File: src/rtl/crc_pkg.sv
// Shared types and default sizing for the CRC frame sequencer.
// Optional compare feature is enabled with the CRC_CHECK_EN macro (see crc_stream_ctrl).
package crc_pkg;

  localparam int unsigned CRC_WCODE  = 4;
  localparam int unsigned CRC_WPOLY  = 5;
  localparam int unsigned CRC_MAXLEN = 16;

  typedef enum logic [1:0] {
    S_IDLE,
    S_RUN,
    S_DONE
  } state_t;

endpackage

File: src/rtl/crc_coder.sv
// Combinational CRC step: folds one WCODE-bit data word into the running
// remainder. Each set data bit b XORs in the generator shifted by b, and only
// the low WPOLY-1 bits are kept.
module crc_coder #(
  parameter int unsigned WCODE = 4,
  parameter int unsigned WPOLY = 5
) (
  input  logic [WCODE-1:0] i_data,
  input  logic [WPOLY-1:0] i_poly,
  input  logic [WPOLY-2:0] i_crc,
  output logic [WPOLY-2:0] o_crc
);

  // The leading generator term always lands above the kept remainder bits.
  logic unused_poly_msb;
  assign unused_poly_msb = i_poly[WPOLY-1];

  // Accumulate the shifted generator for every set data bit.
  always_comb begin
    o_crc = i_crc;
    for (int unsigned b = 0; b < WCODE; b++) begin
      if (i_data[b]) begin
        o_crc = o_crc ^ (i_poly[WPOLY-2:0] << b);
      end
    end
  end

endmodule

File: src/rtl/crc_stream_ctrl.sv
// Frame-level sequencer around crc_coder: accepts i_len words over a
// valid/ready handshake, chains the remainder one step per accepted word and
// presents the final CRC on an output valid/ready handshake.
// Define CRC_CHECK_EN to add i_exp_crc / o_match comparison of the result.
module crc_stream_ctrl
  import crc_pkg::*;
#(
  parameter  int unsigned WCODE  = CRC_WCODE,
  parameter  int unsigned WPOLY  = CRC_WPOLY,
  parameter  int unsigned MAXLEN = CRC_MAXLEN,
  localparam int unsigned WCNT   = $clog2(MAXLEN + 1)
) (
  input  logic             i_clk,
  input  logic             i_rst_n,
  input  logic             i_start,
  input  logic [WCNT-1:0]  i_len,
  input  logic [WPOLY-1:0] i_poly,
  input  logic [WPOLY-2:0] i_init,
  input  logic [WCODE-1:0] i_data,
  input  logic             i_valid,
  output logic             o_ready,
  output logic [WPOLY-2:0] o_crc,
  output logic             o_valid,
  input  logic             i_ready,
  output logic             o_busy,
`ifdef CRC_CHECK_EN
  input  logic [WPOLY-2:0] i_exp_crc,
  output logic             o_match,
`endif
  output logic             o_err_len
);

  state_t           state_q, state_d;
  logic [WPOLY-2:0] crc_q, crc_d;
  logic [WCNT-1:0]  cnt_q, cnt_d;
  logic [WPOLY-1:0] poly_q, poly_d;
  logic             err_q, err_d;
  logic [WPOLY-2:0] step_crc;
  logic             len_ok;
`ifdef CRC_CHECK_EN
  logic [WPOLY-2:0] exp_q, exp_d;
`endif

  crc_coder #(
    .WCODE (WCODE),
    .WPOLY (WPOLY)
  ) u_coder (
    .i_data (i_data),
    .i_poly (poly_q),
    .i_crc  (crc_q),
    .o_crc  (step_crc)
  );

  assign len_ok = (i_len != '0) && (i_len <= WCNT'(MAXLEN));

  // State and datapath registers; reset discards any partial frame.
  always_ff @(posedge i_clk or negedge i_rst_n) begin
    if (!i_rst_n) begin
      state_q <= S_IDLE;
      crc_q   <= '0;
      cnt_q   <= '0;
      poly_q  <= '0;
      err_q   <= 1'b0;
`ifdef CRC_CHECK_EN
      exp_q   <= '0;
`endif
    end else begin
      state_q <= state_d;
      crc_q   <= crc_d;
      cnt_q   <= cnt_d;
      poly_q  <= poly_d;
      err_q   <= err_d;
`ifdef CRC_CHECK_EN
      exp_q   <= exp_d;
`endif
    end
  end

  // Next-state and datapath update: latch on start, step per accepted word.
  always_comb begin
    state_d = state_q;
    crc_d   = crc_q;
    cnt_d   = cnt_q;
    poly_d  = poly_q;
    err_d   = 1'b0;
`ifdef CRC_CHECK_EN
    exp_d   = exp_q;
`endif
    unique case (state_q)
      S_IDLE: begin
        if (i_start) begin
          if (len_ok) begin
            poly_d  = i_poly;
            crc_d   = i_init;
            cnt_d   = i_len;
`ifdef CRC_CHECK_EN
            exp_d   = i_exp_crc;
`endif
            state_d = S_RUN;
          end else begin
            err_d = 1'b1;
          end
        end
      end
      S_RUN: begin
        if (i_valid) begin
          crc_d = step_crc;
          cnt_d = cnt_q - 1'b1;
          if (cnt_q == WCNT'(1)) begin
            state_d = S_DONE;
          end
        end
      end
      S_DONE: begin
        if (i_ready) begin
          state_d = S_IDLE;
        end
      end
      default: state_d = S_IDLE;
    endcase
  end

  // Handshake and status outputs decoded from the registered state.
  always_comb begin
    o_ready   = (state_q == S_RUN);
    o_valid   = (state_q == S_DONE);
    o_busy    = (state_q == S_RUN) || (state_q == S_DONE);
    o_crc     = (state_q == S_DONE) ? crc_q : '0;
    o_err_len = err_q;
`ifdef CRC_CHECK_EN
    o_match   = (state_q == S_DONE) && (crc_q == exp_q);
`endif
  end

endmodule

File: config.mk
export PLATFORM = sky130hd
export DESIGN_NAME = crc_stream_ctrl
export DESIGN_NICKNAME = d
export VERILOG_FILES = /design/src/rtl/crc_pkg.sv /design/src/rtl/crc_coder.sv /design/src/rtl/crc_stream_ctrl.sv
export SDC_FILE = /design/constraint.sdc
export NUM_CORES = 1
export LEC_CHECK = 0
export CAP_MARGIN = 20
export CORE_ASPECT_RATIO = 1.4
export CORE_MARGIN = 2
export CORE_UTILIZATION = 51
export DETAILED_ROUTE_END_ITERATION = 7
export PLACE_DENSITY = 0.84
export SLEW_MARGIN = 20
export SYNTH_ARGS = -nofsm -noshare
export SYNTH_HDL_FRONTEND = slang
export SYNTH_SLANG_ARGS = --single-unit
File: constraint.sdc
create_clock -name i_clk -period 5.08 [get_ports i_clk]
set_clock_uncertainty 0.1 [all_clocks]
set_input_delay 1.524 -clock i_clk [delete_from_list [all_inputs] [get_ports i_clk]]
set_output_delay 1.524 -clock i_clk [all_outputs]
set_load 0.01 [all_outputs]
* Word level (Yosys, flattened, before mapping)
Cells that the tools add are included.
** Storage, ports and cells
- Bits in registers :: 16
- Bits of input ports :: 23
- Output and inout bits :: 8
- Logic and storage cells :: 49
** Operators by class
- $add $sub $neg :: 1
- $lt $le $gt $ge :: 1
- Eq/ne operators :: 8
- Multiplexer cells :: 22
- Bitwise operators :: 4
- Reductions and logical operators :: 8
** Operator list (number)
- 4-bit two-way mux :: 8
- 4-bit XOR :: 4
- 5-bit two-way mux :: 3
- 2-bit two-way mux :: 5
- 5-bit one-hot mux with 2 select lines :: 1
- 4-bit one-hot mux with 2 select lines :: 1
- 2-bit inequality test, second input constant :: 3
- 2-bit one-hot mux with 3 select lines :: 1
- 5-bit by 1-bit == test with 1-bit output, second input constant :: 1
- 5-bit <= comparator, second input constant :: 1
- 5-bit AND reduction :: 1
- 5-bit nonzero test :: 1
- 5-bit by 1-bit subtractor with 5-bit output, second input constant :: 1
- 2-bit by 1-bit inequality test with 1-bit output, second input constant :: 2
- 4-bit AND reduction :: 1
- 1-bit two-way mux :: 3
- 3-bit AND reduction :: 1
- 2-bit by 1-bit == test with 1-bit output, second input constant :: 1
- 2-bit == test, second input constant :: 1
- 2-bit logical NOT :: 1
- 2-bit nonzero test :: 1
- 1-bit logical AND :: 1
- 1-bit logical OR :: 1

* Depth between registers and ports, before layout
Gate-level depths: netlist of the first run.
- Depth after elaboration :: 10
- Mapped depth :: 9
- Gate-level depth less buffers :: 7

* Cells and area by module
From an unflattened synthesis of the first run, not the netlist that was laid out.
** Unflattened totals
- Cell total of the unflattened synthesis :: 105
- Area, all modules :: 1207.4 um^2
** Modules (own cells, without submodules)
- crc_stream_ctrl :: times used 1, cells an instance 86, area an instance 1077.3 um^2, seq. area each 425.4 um^2
- crc_coder :: times used 1, cells an instance 19, area an instance 130.1 um^2, seq. area each 0.0 um^2

* Worst setup path after synthesis of the first run
No wires, ideal clock.
- Path type :: input to register
- Start point :: input i_len[3]
- End point :: register poly_q[0]
- Setup time :: 128 ps
- Data arrival time :: 2818 ps
- Required time :: 4852 ps
- Setup slack :: 2034 ps
- Cell stages on the path :: 5
- Buffers on the path :: 1
- Path through :: nor4_2 > xor2_1 > buf_4 > or3_1 > mux2_1
** On the way
- Cells in the longest elaborated chain, start to end :: 3
- Elaborated cells between the ends (all ways) :: 4
- Those cells by class :: order compare: 1; reduce/logical: 3
** Ends and longest elaborated chain
- start: declaration :: line crc_stream_ctrl.sv:16 : input logic [WCNT-1:0] i_len,
- 5-bit <= comparator or 5-bit nonzero test (tied branches) :: line crc_stream_ctrl.sv:54 : assign len_ok = (i_len != '0) && (i_len <= WCNT'(MAXLEN));
- 1-bit logical AND (*) :: line crc_stream_ctrl.sv:54
- 3-bit AND reduction (no source line) (*)
- end signal: assignment :: line crc_stream_ctrl.sv:71 : poly_q <= poly_d;
- end: declaration :: line crc_stream_ctrl.sv:36 : logic [WPOLY-1:0] poly_q, poly_d;
Mark *: on every way between the ends. The rest lies on a longest branch, timed or not.
A chain may end at the register's enable or synchronous reset.

* Worst setup path after layout of the first run
- Start point :: input i_len[3]
- End point :: register crc_q[3]
** On the way
- Cells in the longest elaborated chain, start to end :: 4
- Elaborated cells between the ends (all ways) :: 5
- Those cells by class :: order compare: 1; eq/ne: 1; reduce/logical: 3
** Ends and longest elaborated chain
- 5-bit <= comparator or 5-bit nonzero test (tied branches) :: line crc_stream_ctrl.sv:54
- 1-bit logical AND (*) :: line crc_stream_ctrl.sv:54
- 2-bit inequality test (no source line) (*)
- 4-bit AND reduction (no source line) (*)
- end signal: assignment :: line crc_stream_ctrl.sv:69 : crc_q <= crc_d;
- end: declaration :: line crc_stream_ctrl.sv:34 : logic [WPOLY-2:0] crc_q, crc_d;
Marked as above.

==> flow_summary.ini, run 1 <==
[clocking]
holdBufCountCts = 0
path_clk_slew_ps = 90
cts_tree = done
numCtsBuffers = 3
max-clock-path-buffers = 2
postCtsResizedCells = 0
ctsHtreeMaxLevel = 1
clock_tree.root_cell = clkbuf_4
cts.sinks = 16
clock_insertion_delay_worst_skew_ps = 290
postCtsSetupBuffers = 0

[sta]
tightest_slew_ps = 975.5
grt_setup_unrepaired = no
slew_violations = 0
timing.fmax_mhz = 255.7
setup_tns_ps = 0
slew_headroom_pct = 34.96
fraction_of_the_cycle_the_final_worst_path_needs_pct = 76.99
final_hold_viol_count = 0
final.setup.worst_slack_ps = 1169
timing.final.setup_violations = 0
finalWorstPathRequiredPeriod_ps = 3911

[hold_path]
worst_min_delay_path_category = flop to flop

[final_layout]
layout.filler_cells = 182
drive_gt1_share_pct = 5.031
n_antenna_cell = 0
regArea_um2 = 400.4
area_delta_synth_final_pct = 27.63
multi_input_area_um2 = 681.9
fin_util_pct = 67.67
nNetsFinal = 189
postLayoutCellArea_um2 = 1456

[synth]
postSynthNetCount = 160
yosys_warns = 0
syn-mean-instance-area_um2 = 8.645
postSynthCellCount = 132
yosys.cell_types.count = 38
synthDominantCellAreaShare_pct = 35.09
ys_ff_latch = 16
yosys.area.top_type = dfrtp_1
ys_async_sr_fraction_pct = 100.0
synthFlopType = dfrtp_1
count_of_flip_flops_with_a_built_in_enable_after_synthesis = 0
synth_sequential_area_ratio_pct = 35.09
synthesis.area_um2 = 1141
yosys-top-cells-area = dfrtp_1 35%, nand2_1 5.9%, ha_1 5.5%, nor3_1 3.9%, mux2_1 3.9%

[place]
dp_hpwl_um = 2123
place_area_um2 = 1434
buffer_ports.inserted = 29
finalWeightedCongestion = 0.8616
post_place_worst_slack_ps = 905.6

[routing]
routed_wire_length_per_instance_um = 15.59
initialDrtViolationCount = 24
drc_errors = 0
drt-vias-per-instance = 6.182
antenna_viol_nets_final = 0
num_vias = 1119
detailedRoute.firstPassIterationCount = 4
totalWireLength_um = 2821

[critical_path]
timing.critical_path.slowest_stage_cell = a21oi_1
setup_crit_path_kind = input port to flop
crit_path_max_incr_delay_ps = 860
timing.critical_path.buf_inv = 1
worst-endpoint-arrival_ps = 4010
timing.critical_path.from_type = input port
cell_chain_of_the_critical_path = clkdlybuf4s50_1 > nor4_2 > xor2_1 > a21oi_1 > o21ai_0 > a211oi_1
critical_path_required_ps = 5180
maximum_fanout_along_the_worst_path = 12
worstSetupEndpointType = flop
timing.critical_path.max_delay_family = compound AO/OA/AOI/OAI gates

[floorplan]
placementRows = 20
design.die.area_um2 = 2637
ioPinCount = 31
die_height_um = 59.97
floorplan.initialDensity_pct = 53.02
die_x_um = 43.98
design.core.area_um2 = 2152

[global_routing]
grt_util_all_layers_pct = 22.94
globalRoute.totalOverflow = 0
grt_first_pass_wirelength_um = 4471
grt_antenna_before_repair = 0
first_global_vias = 1041
grt_start_max_net_pins = 18

[status]
result_of_the_run = finished clean

[power]
power_leakage_nw = 0.6112
vdd_ir_drop_max_mv = 0.4121
finalPower_mw = 0.8430
pwr_density_cell_nw_per_um2 = 578.8

[job]
max_cap_violations = 0
worst paths after layout:
kind,slack [ps],start,depth (start not counted),end
max in group asynchronous,2880,i_rst_n,1,cnt_q[0]
max,1170,i_len[3],6,crc_q[3]
min in group asynchronous,1550,i_rst_n,1,poly_q[2]
min,410,poly_q[3],1,poly_q[3]
min reg2reg,410,poly_q[3],1,poly_q[3]
max reg2reg,2270,state_q[1],7,crc_q[3]
where the power goes:
group	internal (mW)	switching (mW)	total, mW
sequential	0.192	0.0698	0.262
clock	0.0276	0.0405	0.0681
combinational	0.236	0.277	0.513
total	0.456	0.387	0.843
placed cells by master, fill, tap and decap left out, types with 3 or more instances in the layout:
cell	count
clkdlybuf4s50_1	29
nand2_1	18
dfrtp_1	16
nor3_1	9
inv_1	7
nor2_1	6
a21oi_1	6
nand3_1	6
ha_1	5
and2_1	4
o22ai_1	4
mux2_1	4
o32a_1	4
xnor2_1	4
a31oi_1	3
clkbuf_4	3
cells in the mapped netlist, types with 3 or more instances:
master,instances
xnor2_1,4
a31oi_1,3
o32a_1,4
dfrtp_1,16
o22ai_1,4
nand2_1,18
mux2_1,4
and2_1,4
inv_1,7
nor2_1,6
a21oi_1,6
ha_1,5
nor3_1,9
nand3_1,6
cell type report:
type | count | area share, %
well taps | 22 | 1.890
repair buffers | 29 | 19.93
flip-flops and latches | 16 | 27.49
multi-input cells | 102 | 46.82
clock buffers | 3 | 1.546
inverters | 9 | 2.320
registers in the layout (all words and copies together), names as in the netlist:
signal	cells
poly_q	4
o_err_len	1
crc_q	4
cnt_q	5
state_q	2
through the flow:
| step | hold slack [ps] | instances |
|---|---|---|
| 6_report | 412.4 | 181 |
| 5_1_grt | 442.6 | 181 |
| 4_1_cts | 417.9 | 181 |
| 3_5_place_dp | 396.0 | 178 |
| 3_3_place_gp | 392.2 | 178 |
| 2_1_floorplan | 364.6 | 132 |
cell families (layout without fill, tap and decap cells):
family,Yosys count,in the layout,synth area share [%]
flops,16,16,35.09
mux,6,6,5.702
fa+ha+maj,5,5,5.482
buf+inv,14,41,5.154
simple gates,54,54,24.12
compound gates,30,30,17.87
xor+xnor,7,7,6.579
worst reg2reg max path, cell delays in order, from the launching register on:
cell      delay (ps)
dfrtp_1          390
inv_1             70
ha_1             400
inv_2            260
o22ai_1          200
a21oi_1          790
o21ai_0          220
a211oi_1         280
routing by layer:
layer | up-vias | routed length, µm | global-route usage [%]
li1 | 528 | - | -
met1 | 535 | 1065 | 25.09
met2 | 49 | 1515 | 42.86
met3 | 7 | 190 | 2.719
met4 | 0 | 49 | 10.39
met5 | - | 0 | 0
Note: power is estimated with default switching activity, not from simulation.
==> run 2: changes to the inputs <==
Settings changed: CORE_UTILIZATION 51 to 47, PLACE_DENSITY 0.84 to 0.78.
Clock period 5.08 ns to 3.69 ns, I/O delays scaled along.
==> flow_summary.ini, run 2 (synthesized netlist as in run 1, its figures left out) <==
[status]
result_of_the_run = finished clean

[hold_path]
number_of_stages_on_the_worst_hold_path = 1
worst_case_hold_path_end_point = poly_q[3]
hold_path.startpoint = poly_q[3]
worst_min_delay_path_category = flop to flop

[final_layout]
drive_gt1_share_pct = 6.790
layout.cells.most_common_list = 29 x clkdlybuf4s50_1, 18 x nand2_1, 16 x dfrtp_1
area_delta_synth_final_pct = 29.71
layout_top_registers = cnt_q (5), crc_q (4), poly_q (4)
n_antenna_cell = 0
number_of_flip_flops_in_the_largest_register = 5
largest-register = cnt_q
final_common_cell = clkdlybuf4s50_1
nNetsFinal = 192

[routing]
routed_wire_length_per_instance_um = 16.19
totalWireLength_um = 2996
drt-vias-per-instance = 6.022
num_vias = 1114
antenna_viol_nets_final = 0
drc_errors = 0
initialDrtViolationCount = 35
detailedRoute.firstPassIterationCount = 4

[global_routing]
grt_start_max_net_pins = 18
globalRoute.totalOverflow = 0
first_global_vias = 1141
grt_util_all_layers_pct = 22.74
grt_antenna_before_repair = 0
grt_first_pass_wirelength_um = 4905

[critical_path]
critical_path.reg2reg.startpoint = state_q[1]
setup_crit_path_kind = flop to primary output
worstSetupEndpointType = primary output
timing.critical_path.slowest_stage_cell = clkdlybuf4s50_1
cell_chain_of_the_critical_path = inv_1 > ha_1 > and2_1 > clkdlybuf4s50_1
worst-endpoint-arrival_ps = 1740
timing.critical_path.from_type = flop
critical_path_required_ps = 2480
maximum_fanout_along_the_worst_path = 6
worst-r2r-cell-count = 8
reg2reg_to = cnt_q[3]
reg2reg_slack_ps = 1220
crit_path_max_incr_delay_ps = 530

[power]
pwr_density_cell_nw_per_um2 = 798.4
finalPower_mw = 1.182
power_leakage_nw = 0.6258
vdd_ir_drop_max_mv = 0.3942

[clocking]
ctsHtreeMaxLevel = 1
max-clock-path-buffers = 2
postCtsResizedCells = 0
postCtsSetupBuffers = 0
path_clk_slew_ps = 90
clock_tree.root_cell = clkbuf_4
cts_tree = done
holdBufCountCts = 0
cts.sinks = 16
clock_insertion_delay_worst_skew_ps = 290
numCtsBuffers = 3

[floorplan]
placementRows = 21
floorplan.initialDensity_pct = 48.80
die_height_um = 62.30
design.core.area_um2 = 2338
design.die.area_um2 = 2844
die_x_um = 45.65
ioPinCount = 31

[sta]
slew_headroom_pct = 50.32
slew_violations = 0
grt_setup_unrepaired = no
setup_tns_ps = 0
timing.final.setup_violations = 0
tightest_slew_ps = 742.8
timing.fmax_mhz = 339.0
final.setup.worst_slack_ps = 740.0
fraction_of_the_cycle_the_final_worst_path_needs_pct = 79.95
finalWorstPathRequiredPeriod_ps = 2950
final_hold_viol_count = 0

[place]
dp_hpwl_um = 2312
buffer_ports.inserted = 29
finalWeightedCongestion = 0.8473
post_place_worst_slack_ps = 438.3

[job]
max_cap_violations = 0
run 2: cell types whose count changed in the layout (fill, tap and decap cells not counted):
| cell | delta |
|---|---|
| buf_4 | +3 |
run 2: final cells by class:
type | count | area, µm²
timing repair buffer | 32 | 312.8
multi-input combinational | 102 | 681.9
sequential | 16 | 400.4
fill | 206 | 858.3
tap | 23 | 28.78
clock buffer | 3 | 22.52
inverter | 9 | 33.78
run 2: worst max-delay path by stage:
stage	startpoint	end	slack (ps)	depth (start not counted)
after floorplan	i_len[3]	poly_q[0]	1060	5
after global placement	i_len[3]	poly_q[1]	470	6
after detailed placement	i_len[3]	poly_q[3]	440	6
after CTS	state_q[0]	o_crc[3]	720	4
after global routing	state_q[0]	o_crc[3]	620	4
final	state_q[0]	o_crc[3]	740	4
run 2: critical path, delay by kind of cell (launching register included):
family / cells / cell delay, ps
buffers and inverters: 2 / 630
flip-flops: 1 / 390
adder cells (fa/ha/maj): 1 / 270
AND/OR/NAND/NOR: 1 / 160
run 2: power breakdown:
part	total [mW]	switching [mW]	internal, mW
logic	0.729	0.389	0.339
registers	0.358	0.0937	0.264
clock network	0.0950	0.0570	0.0380
total	1.18	0.540	0.642
run 2: layer usage:
layer | global-route usage, % | vias up | wire, µm | share of wire, %
li1 | - | 537 | - | -
met3 | 3.779 | 6 | 198 | 6.6
met4 | 6.250 | 0 | 41 | 1.4
met5 | 0 | - | 0 | 0
met2 | 41.90 | 43 | 1631 | 54
met1 | 24.86 | 528 | 1124 | 38
run 2: per-stage QoR:
stage	cells	cell area, µm²	utilization (%)	hold slack, ps
6_report	185	1480	63.30	425.5
3_3_place_gp	182	1458	62.33	382.2
5_1_grt	185	1480	63.30	446.0
4_1_cts	185	1480	63.30	442.4
2_1_floorplan	132	1141	-	364.6
3_5_place_dp	182	1458	62.33	420.1
==> run 3: changes to the inputs <==
Clock period 3.69 ns to 2.9 ns, I/O delays scaled along.
==> flow_summary.ini, run 3 (synthesized netlist as in run 1, its figures left out) <==
[clocking]
postCtsResizedCells = 0
holdBufCountCts = 0
clock_insertion_delay_worst_skew_ps = 300
postCtsSetupBuffers = 0
cts.sinks = 16
numCtsBuffers = 3
clock_tree.root_cell = clkbuf_4
path_clk_slew_ps = 90
cts_tree = done
ctsHtreeMaxLevel = 1
max-clock-path-buffers = 2

[place]
finalWeightedCongestion = 0.8805
buffer_ports.inserted = 29
place_area_um2 = 1495
post_place_worst_slack_ps = -33.68
dp_hpwl_um = 2253

[critical_path]
worstSetupEndpointType = primary output
timing.critical_path.from_type = flop
maximum_fanout_along_the_worst_path = 6
critical_path.reg2reg.startpoint = state_q[1]
critical_path_required_ps = 1930
reg2reg_to = cnt_q[2]
reg2reg_slack_ps = 760
setup_crit_path_kind = flop to primary output
worst-endpoint-arrival_ps = 1810
worst-r2r-cell-count = 8

[floorplan]
floorplan.initialDensity_pct = 48.80
design.core.area_um2 = 2338
placementRows = 21
design.die.area_um2 = 2844
die_x_um = 45.65
ioPinCount = 31
die_height_um = 62.30

[sta]
slew_headroom_pct = 50.72
tightest_slew_ps = 736.8
timing.fmax_mhz = 360.2
fraction_of_the_cycle_the_final_worst_path_needs_pct = 95.72
slew_violations = 0
finalWorstPathRequiredPeriod_ps = 2776
timing.final.setup_violations = 0
final.setup.worst_slack_ps = 124.1
grt_setup_unrepaired = no
hold-worst-slack_ps = 422.4
final_hold_viol_count = 0

[final_layout]
nNetsFinal = 197
layout_top_registers = cnt_q (5), crc_q (4), poly_q (4)
n_antenna_cell = 0
number_of_flip_flops_in_the_largest_register = 5
postLayoutCellArea_um2 = 1518
layout.filler_cells = 204
largest-register = cnt_q
fin_util_pct = 64.90
layout.cells.most_common_list = 29 x clkdlybuf4s50_1, 18 x nand2_1, 16 x dfrtp_1
area_delta_synth_final_pct = 33.00
drive_gt1_share_pct = 9.581
final_common_cell = clkdlybuf4s50_1

[routing]
detailed_route_wire_length_on_metal_1_um = 1100
initialDrtViolationCount = 50
route.met2.wl_um = 1574
routed.top_layer = met4
antenna_viol_nets_final = 0
met3_length_um = 211
totalWireLength_um = 2919
drt-vias-per-instance = 5.858
num_vias = 1113
detailedRoute.firstPassIterationCount = 4
drc_errors = 0
routed_wire_length_per_instance_um = 15.36

[global_routing]
globalRoute.totalOverflow = 0
grt_util_all_layers_pct = 23.39
grt_first_pass_wirelength_um = 4933
grt_antenna_before_repair = 0
first_global_vias = 1132
grt_start_max_net_pins = 17

[job]
max_cap_violations = 0

[power]
finalPower_mw = 1.517
vdd_ir_drop_max_mv = 0.5381
power_leakage_nw = 0.6504
pwr_density_cell_nw_per_um2 = 999.4

[hold_path]
worst_case_hold_path_end_point = poly_q[3]
worst_min_delay_path_category = flop to flop
hold_path.startpoint = poly_q[3]
number_of_stages_on_the_worst_hold_path = 1

[status]
result_of_the_run = finished clean
[run 3: layout make-up]
class	count	area [µm²]	area share [%]
clock buffer	3	22.52	1.484
inverter	9	33.78	2.226
multi-input combinational	102	681.9	44.93
sequential	16	400.4	26.38
tap	23	28.78	1.896
timing repair buffer	37	350.3	23.08
[run 3: worst max-delay path: stages, from the launching register on]
cell             delay (ps)
dfrtp_1                 390
inv_1                   100
ha_1                    300
and2_1                  180
clkdlybuf4s50_1         550
[run 3: stage by stage]
stage / std cells / TNS [ps]
after floorplan: 132 / 0
after detailed placement: 187 / -34.57
after CTS: 190 / 0
final: 190 / 0
after global placement: 187 / 0
after global routing: 190 / 0
[run 3: power breakdown]
| part | switching (mW) | total, mW | internal [mW] |
|---|---|---|---|
| logic | 0.491 | 0.943 | 0.451 |
| clock network | 0.0728 | 0.121 | 0.0485 |
| registers | 0.117 | 0.453 | 0.336 |
[run 3: worst max-delay path by stage]
stage	end	start	depth (start not counted)
2_1_floorplan	poly_q[0]	i_len[3]	5
3_3_place_gp	cnt_q[2]	i_len[3]	7
3_5_place_dp	cnt_q[2]	i_len[3]	7
4_1_cts	o_crc[3]	state_q[0]	4
5_1_grt	o_crc[2]	state_q[0]	4
6_report	o_crc[3]	state_q[0]	4
[run 3: per-layer routing]
| metal | global-route usage [%] | up-vias |
|---|---|---|
| li1 | - | 542 |
| met1 | 26.80 | 520 |
| met2 | 40.85 | 48 |
| met3 | 2.326 | 3 |
| met4 | 10.66 | 0 |
| met5 | 0 | - |
